## src/rtl/bypass_scoreboard_pkg.sv

```systemverilog
// Shared ISA definitions for the operand bypass / hazard unit.
package bypass_scoreboard_pkg;

    localparam int unsigned NREG = 32;

    typedef logic [4:0] reg_idx_t;

    localparam reg_idx_t REG_ZERO = 5'd0;

endpackage

```

## src/rtl/bypass_scoreboard_operand_mux.sv

```systemverilog
// Per-slot operand resolution: priority search over bypass stages, then the
// long-latency completion port, then register-file data; flags slot hazards.
module bypass_scoreboard_operand_mux
    import bypass_scoreboard_pkg::*;
#(
    parameter int unsigned XLEN   = 64,
    parameter int unsigned NSTAGE = 2
) (
    input  reg_idx_t                 rs,
    input  logic [XLEN-1:0]          rf_data,
    input  logic [NSTAGE-1:0]        fwd_valid,
    input  logic [NSTAGE*5-1:0]      fwd_rd,
    input  logic [NSTAGE-1:0]        fwd_ready,
    input  logic [NSTAGE*XLEN-1:0]   fwd_data,
    input  logic                     cpl_valid,
    input  reg_idx_t                 cpl_rd,
    input  logic [XLEN-1:0]          cpl_data,
    input  logic                     pend,
    output logic [XLEN-1:0]          data,
    output logic                     hazard
);

    logic hit;
    logic cpl_hit;

    always_comb begin
        data    = rf_data;
        hazard  = 1'b0;
        hit     = 1'b0;
        cpl_hit = cpl_valid && (cpl_rd == rs);
        if (rs == REG_ZERO) begin
            data = '0;
        end else begin
            // Youngest match decides, so an unready young stage is never masked
            // by an older ready one.
            for (int unsigned s = 0; s < NSTAGE; s++) begin
                if (!hit && fwd_valid[s] && (fwd_rd[s*5 +: 5] == rs)) begin
                    hit    = 1'b1;
                    data   = fwd_data[s*XLEN +: XLEN];
                    hazard = !fwd_ready[s];
                end
            end
            if (!hit && cpl_hit) begin
                data = cpl_data;
            end
            if (pend && !cpl_hit) begin
                hazard = 1'b1;
            end
        end
    end

endmodule

```

## src/rtl/bypass_scoreboard.sv

```systemverilog
// Operand bypass network plus long-latency scoreboard, occupancy counter and
// stall generation for the integer pipeline.
module bypass_scoreboard
    import bypass_scoreboard_pkg::*;
#(
    parameter int unsigned XLEN    = 64,
    parameter int unsigned NSRC    = 2,
    parameter int unsigned NSTAGE  = 2,
    parameter int unsigned MAXLONG = 4
) (
    input  logic                          clk,
    input  logic                          rst,
    input  logic [NSRC*5-1:0]             src_rs,
    input  logic [NSRC*XLEN-1:0]          src_data,
    input  logic [NSTAGE-1:0]             fwd_valid,
    input  logic [NSTAGE*5-1:0]           fwd_rd,
    input  logic [NSTAGE-1:0]             fwd_ready,
    input  logic [NSTAGE*XLEN-1:0]        fwd_data,
    input  logic                          issue_valid,
    input  logic                          issue_long,
    input  logic [4:0]                    issue_rd,
    input  logic                          cpl_valid,
    input  logic [4:0]                    cpl_rd,
    input  logic [XLEN-1:0]               cpl_data,
    output logic [NSRC*XLEN-1:0]          out,
    output logic                          stall,
    output logic [31:0]                   pending,
    output logic [$clog2(MAXLONG+1)-1:0]  long_cnt,
    output logic [31:0]                   stall_cycles
);

    localparam int unsigned CW = $clog2(MAXLONG + 1);

    logic [NREG-1:0] pending_q, pending_d;
    logic [CW-1:0]   long_cnt_q, long_cnt_d;
    logic [31:0]     stall_cycles_q, stall_cycles_d;

    logic [NSRC-1:0] slot_hazard;
    logic            issue_lv;
    logic            overflow;
    logic            waw;
    logic            set;
    logic            clr;

    for (genvar i = 0; i < NSRC; i++) begin : g_slot
        bypass_scoreboard_operand_mux #(
            .XLEN   (XLEN),
            .NSTAGE (NSTAGE)
        ) u_mux (
            .rs        (src_rs[5*i +: 5]),
            .rf_data   (src_data[XLEN*i +: XLEN]),
            .fwd_valid (fwd_valid),
            .fwd_rd    (fwd_rd),
            .fwd_ready (fwd_ready),
            .fwd_data  (fwd_data),
            .cpl_valid (cpl_valid),
            .cpl_rd    (cpl_rd),
            .cpl_data  (cpl_data),
            .pend      (pending_q[src_rs[5*i +: 5]]),
            .data      (out[XLEN*i +: XLEN]),
            .hazard    (slot_hazard[i])
        );
    end

    always_comb begin
        issue_lv = issue_valid && issue_long;
        clr      = cpl_valid && pending_q[cpl_rd];
        overflow = issue_lv && (long_cnt_q == CW'(MAXLONG)) && !clr;
        waw      = issue_lv && pending_q[issue_rd] && !(cpl_valid && (cpl_rd == issue_rd));
        stall    = (|slot_hazard) || overflow || waw;
        set      = issue_lv && !stall && (issue_rd != REG_ZERO);

        pending_d = pending_q;
        if (clr) begin
            pending_d[cpl_rd] = 1'b0;
        end
        // Applied after the clear so a same-register collision leaves it pending.
        if (set) begin
            pending_d[issue_rd] = 1'b1;
        end
        long_cnt_d = long_cnt_q + CW'(set) - CW'(clr);

        stall_cycles_d = stall_cycles_q;
        if (stall && (stall_cycles_q != '1)) begin
            stall_cycles_d = stall_cycles_q + 32'd1;
        end
    end

    always_ff @(posedge clk or posedge rst) begin
        if (rst) begin
            pending_q      <= '0;
            long_cnt_q     <= '0;
            stall_cycles_q <= '0;
        end else begin
            pending_q      <= pending_d;
            long_cnt_q     <= long_cnt_d;
            stall_cycles_q <= stall_cycles_d;
        end
    end

    assign pending      = pending_q;
    assign long_cnt     = long_cnt_q;
    assign stall_cycles = stall_cycles_q;

endmodule

```

## config.mk

```make
export PLATFORM = sky130hd
export DESIGN_NAME = bypass_scoreboard
export DESIGN_NICKNAME = d
export VERILOG_FILES = /design/src/rtl/bypass_scoreboard_pkg.sv /design/src/rtl/bypass_scoreboard_operand_mux.sv /design/src/rtl/bypass_scoreboard.sv
export SDC_FILE = /design/constraint.sdc
export NUM_CORES = 1
export LEC_CHECK = 0
export CORE_AREA = 2 2 218 220
export DETAILED_ROUTE_END_ITERATION = 10
export DIE_AREA = 0 0 220 222
export SYNTH_ARGS = -nofsm -noshare
export SYNTH_HDL_FRONTEND = slang
export SYNTH_SLANG_ARGS = --single-unit
export TNS_END_PERCENT = 1
```

## constraint.sdc

```tcl
create_clock -name clk -period 6.9 [get_ports clk]
set_input_delay 2.07 -clock clk [delete_from_list [all_inputs] [get_ports clk]]
set_output_delay 2.07 -clock clk [all_outputs]
set_load 0.03 [all_outputs]
```

==> flow_metrics.env <==
export IMPL_crit_path_end_kind="output port"
export IMPL_crit_chain="clkdlybuf4s50_1, buf_4, mux4_2, a32oi_1, o211ai_1, o31ai_2, buf_4, o221ai_2, or3_1, buf_4"
export IMPL_tightest_slew_ps=889
export IMPL_dp_worst_setup_slack_ps=-146
export IMPL_placement_rows=79
export IMPL_p_leak_nw=6.99
export IMPL_ctsHoldBuffers=0
export IMPL_cap_violations=0
export IMPL_finalPower_mw=2.46
export IMPL_worstHoldPathType="flop to flop"
export IMPL_design_die_area_mm2=0.0488
export IMPL_max_freq_mhz=146
export IMPL_antenna_found_initial=19
export IMPL_status="finished, final reports clean"
export IMPL_tns_ps=0
export IMPL_critPathLaunchType="primary input"
export IMPL_final_seq_area_mm2=0.00168
export IMPL_cts_root_buf="clkbuf_16"
export IMPL_ys_async_sr_fraction=1.00
export IMPL_layout_setup_ws_ps=34.7
export IMPL_core_area_mm2=0.0463
export IMPL_min_from="stall_cycles[5]$_DFFE_PP0P_"
export IMPL_grt_max_degree=84
export IMPL_slew_viol_final=0
export IMPL_grtUsageMet1=0.280
export IMPL_finalHoldViolations=0
export IMPL_nFillCells=4833
export IMPL_synth_nets=1604
export IMPL_yosysTopAreaCell="dfrtp_1"
export IMPL_num_vias=12300
export IMPL_yosysSeqAreaShare=0.189
export IMPL_arrival_ps=4800
export IMPL_syn_inst=1241
export IMPL_synthTopCellsByArea="dfrtp_1, mux2i_1, nor2_1"
export IMPL_use_met3=0.0410
export IMPL_ys_ff_latch=67
export IMPL_final_min_clock_period_ps=6870
export IMPL_slowest_delay_ps=510
export IMPL_p_per_area_mw_per_mm2=152
export IMPL_clock_latency_ps=340
export IMPL_numPortBuffers=554
export IMPL_setup_viol=0
export IMPL_drcViolationCount=0
export IMPL_cp_startpoint="issue_rd[0]"
export IMPL_yosys_warnings=0
export IMPL_area_growth_pct=82.1
export IMPL_path_max_fanout=10
export IMPL_start_util=0.192
export IMPL_slew_headroom=0.407
export IMPL_dp_hpwl_um=45700
export IMPL_die_w_um=220
export IMPL_syn_area_per_cell_um2=7.16
export IMPL_ant_nets=0
export IMPL_grt_pass1_wl_um=81200
export IMPL_ios=555
export IMPL_clk_pin_slew_ps=60
export IMPL_grt_pass1_vias=11800
export IMPL_utilization=0.350
export IMPL_drt_wl_total_um=57500
export IMPL_crit_top_cell="buf_4"
export IMPL_drt_pass1_iterations=5
export IMPL_drive_above_1_share=0.159
export IMPL_grt_use_total=0.223
export IMPL_cts_tree="yes"
export IMPL_ys_flop_type="dfrtp_1"
export IMPL_gp_congestion=1.00
export IMPL_peakVddDrop_mv=0.138
export IMPL_top_usage_layer="met2"
export IMPL_synth_cell_types=61
export IMPL_synth_top_area_frac=0.189
export IMPL_fin_nets=2141
export IMPL_cts_sinks=67
export IMPL_r2r_start="pending[14]$_DFF_PP0_"
export IMPL_overflow=0
export IMPL_fp_dieH_um=222
export IMPL_finClkSkew_ps=13.5
export IMPL_cpMaxStageDelayCell="mux4_2"
export IMPL_htree_levels=3
export IMPL_drt_initial_drc_count=1122
export IMPL_via_per_inst=5.11
export IMPL_synth_edf_count=0
export IMPL_grt_met2_usage=0.372
export IMPL_rsz0062_at_grt="true"
export IMPL_cts_buffer_depth=2
export IMPL_critPathKind="primary input to output port"
export IMPL_period_share=0.995
export IMPL_crit_required_ps=4830
export IMPL_multiInputGateArea_mm2=0.00680
export IMPL_post_cts_setup_buffers=0
export IMPL_wl_per_cell_um=23.9
export IMPL_cts_buffers=9
export IMPL_syn_area_mm2=0.00889
==> area by class of cell <==
class                      instances  area share
clock inverter                     6     0.00595
timing repair buffer             641       0.404
sequential                        67       0.104
inverter                          12     0.00278
tap                              607      0.0469
antenna                           15     0.00232
clock buffer                      10      0.0148
multi-input combinational       1047       0.420
==> cell families (layout without fill, tap and decap cells) <==
kind of cell | Yosys count | count (layout) | share of synthesized area
AND/OR/NAND/NOR | 495 | 495 | 0.243
AO/OA/AOI/OAI | 347 | 347 | 0.252
multiplexers | 134 | 134 | 0.184
buffers and inverters | 127 | 669 | 0.0602
XOR/XNOR | 67 | 67 | 0.0660
flip-flops | 67 | 67 | 0.189
adder cells (fa/ha/maj) | 4 | 4 | 0.00647
other | 0 | 15 | 0
==> Yosys cell counts (all sizes together) (2+ instances only) <==
cell and n:
and3 10, a21oi 128, or3b 5, inv 12, nor3 16, or3 4, clkbuf 79, buf 36
nand2 106, ha 3, nand3b 9, o21a 2, xor2 46, o21ai 62, a211oi 83, nand3 24
nor2b 3, o221ai 9, dfrtp 67, a311oi 45, nor2 271, o22ai 4, mux2 2, nand2b 7
and2 4, or2 7, xnor2 21, nand4 13, nor4 11, mux2i 110, or4 2, o31ai 2
o211ai 2, mux4 22
==> worst max-delay path, delay by kind of cell <==
kind	cells	cell delay [ps]
buffers and inverters	4	1020
AOI/OAI and AO/OA	4	810
muxes	1	510
and+or+nand+nor	1	380
==> metrics by stage <==
step / cells / hold slack (ps) / instance area, um2
5_1_grt: 2403 / 499 / 16200
3_3_place_gp: 2374 / 481 / 15700
3_5_place_dp: 2374 / 476 / 15700
4_1_cts: 2390 / 488 / 16100
2_1_floorplan: 1241 / 658 / 8890
6_report: 2405 / 480 / 16200
==> where the power goes <==
| part | internal (mW) | leakage, nW | switching (mW) |
|---|---|---|---|
| clock network | 0.331 | 0.161 | 0.194 |
| logic | 0.655 | 5.94 | 0.709 |
| registers | 0.456 | 0.884 | 0.118 |
==> sequential cells by signal, summed over array words and instances, names as in the netlist <==
| register | count |
|---|---|
| pending | 32 |
| stall_cycles | 32 |
| long_cnt | 3 |
==> per-layer routing <==
layer,share of wire,up-vias
met1,0.41,5982
li1,-,5610
met5,0.00099,-
met2,0.49,612
met4,0.027,8
met3,0.077,81
==> cells in the final DEF (no fill, tap or decap), drive strengths merged, types with 22 or more instances in the layout <==
cell             n
a211oi          83
nand2          106
a311oi          45
o21ai           62
clkdlybuf4s50  422
mux4            22
nand3           24
xor2            46
buf            216
dfrtp           67
mux2i          110
a21oi          128
nor2           271
==> final timing paths <==
check | end | slack, ps | cells past startpoint
setup / recovery | stall | 30 | 10
hold / removal | stall_cycles[5]$_DFFE_PP0P_ | 480 | 1
setup reg to reg | long_cnt[2]$_DFF_PP0_ | 3130 | 16
hold reg to reg | stall_cycles[5]$_DFFE_PP0P_ | 480 | 1
max in group asynchronous | pending[25]$_DFF_PP0_ | 4000 | 3
min in group asynchronous | pending[8]$_DFF_PP0_ | 2320 | 3
==> repair_timing <==
| action | in CTS | in global routing |
|---|---|---|
| gates resized for setup | 5 | 10 |
| pin swaps | 0 | 4 |
| endpoints found under the setup margin | 4 | 56 |
No activity file was read; power rests on OpenSTA's default activity.
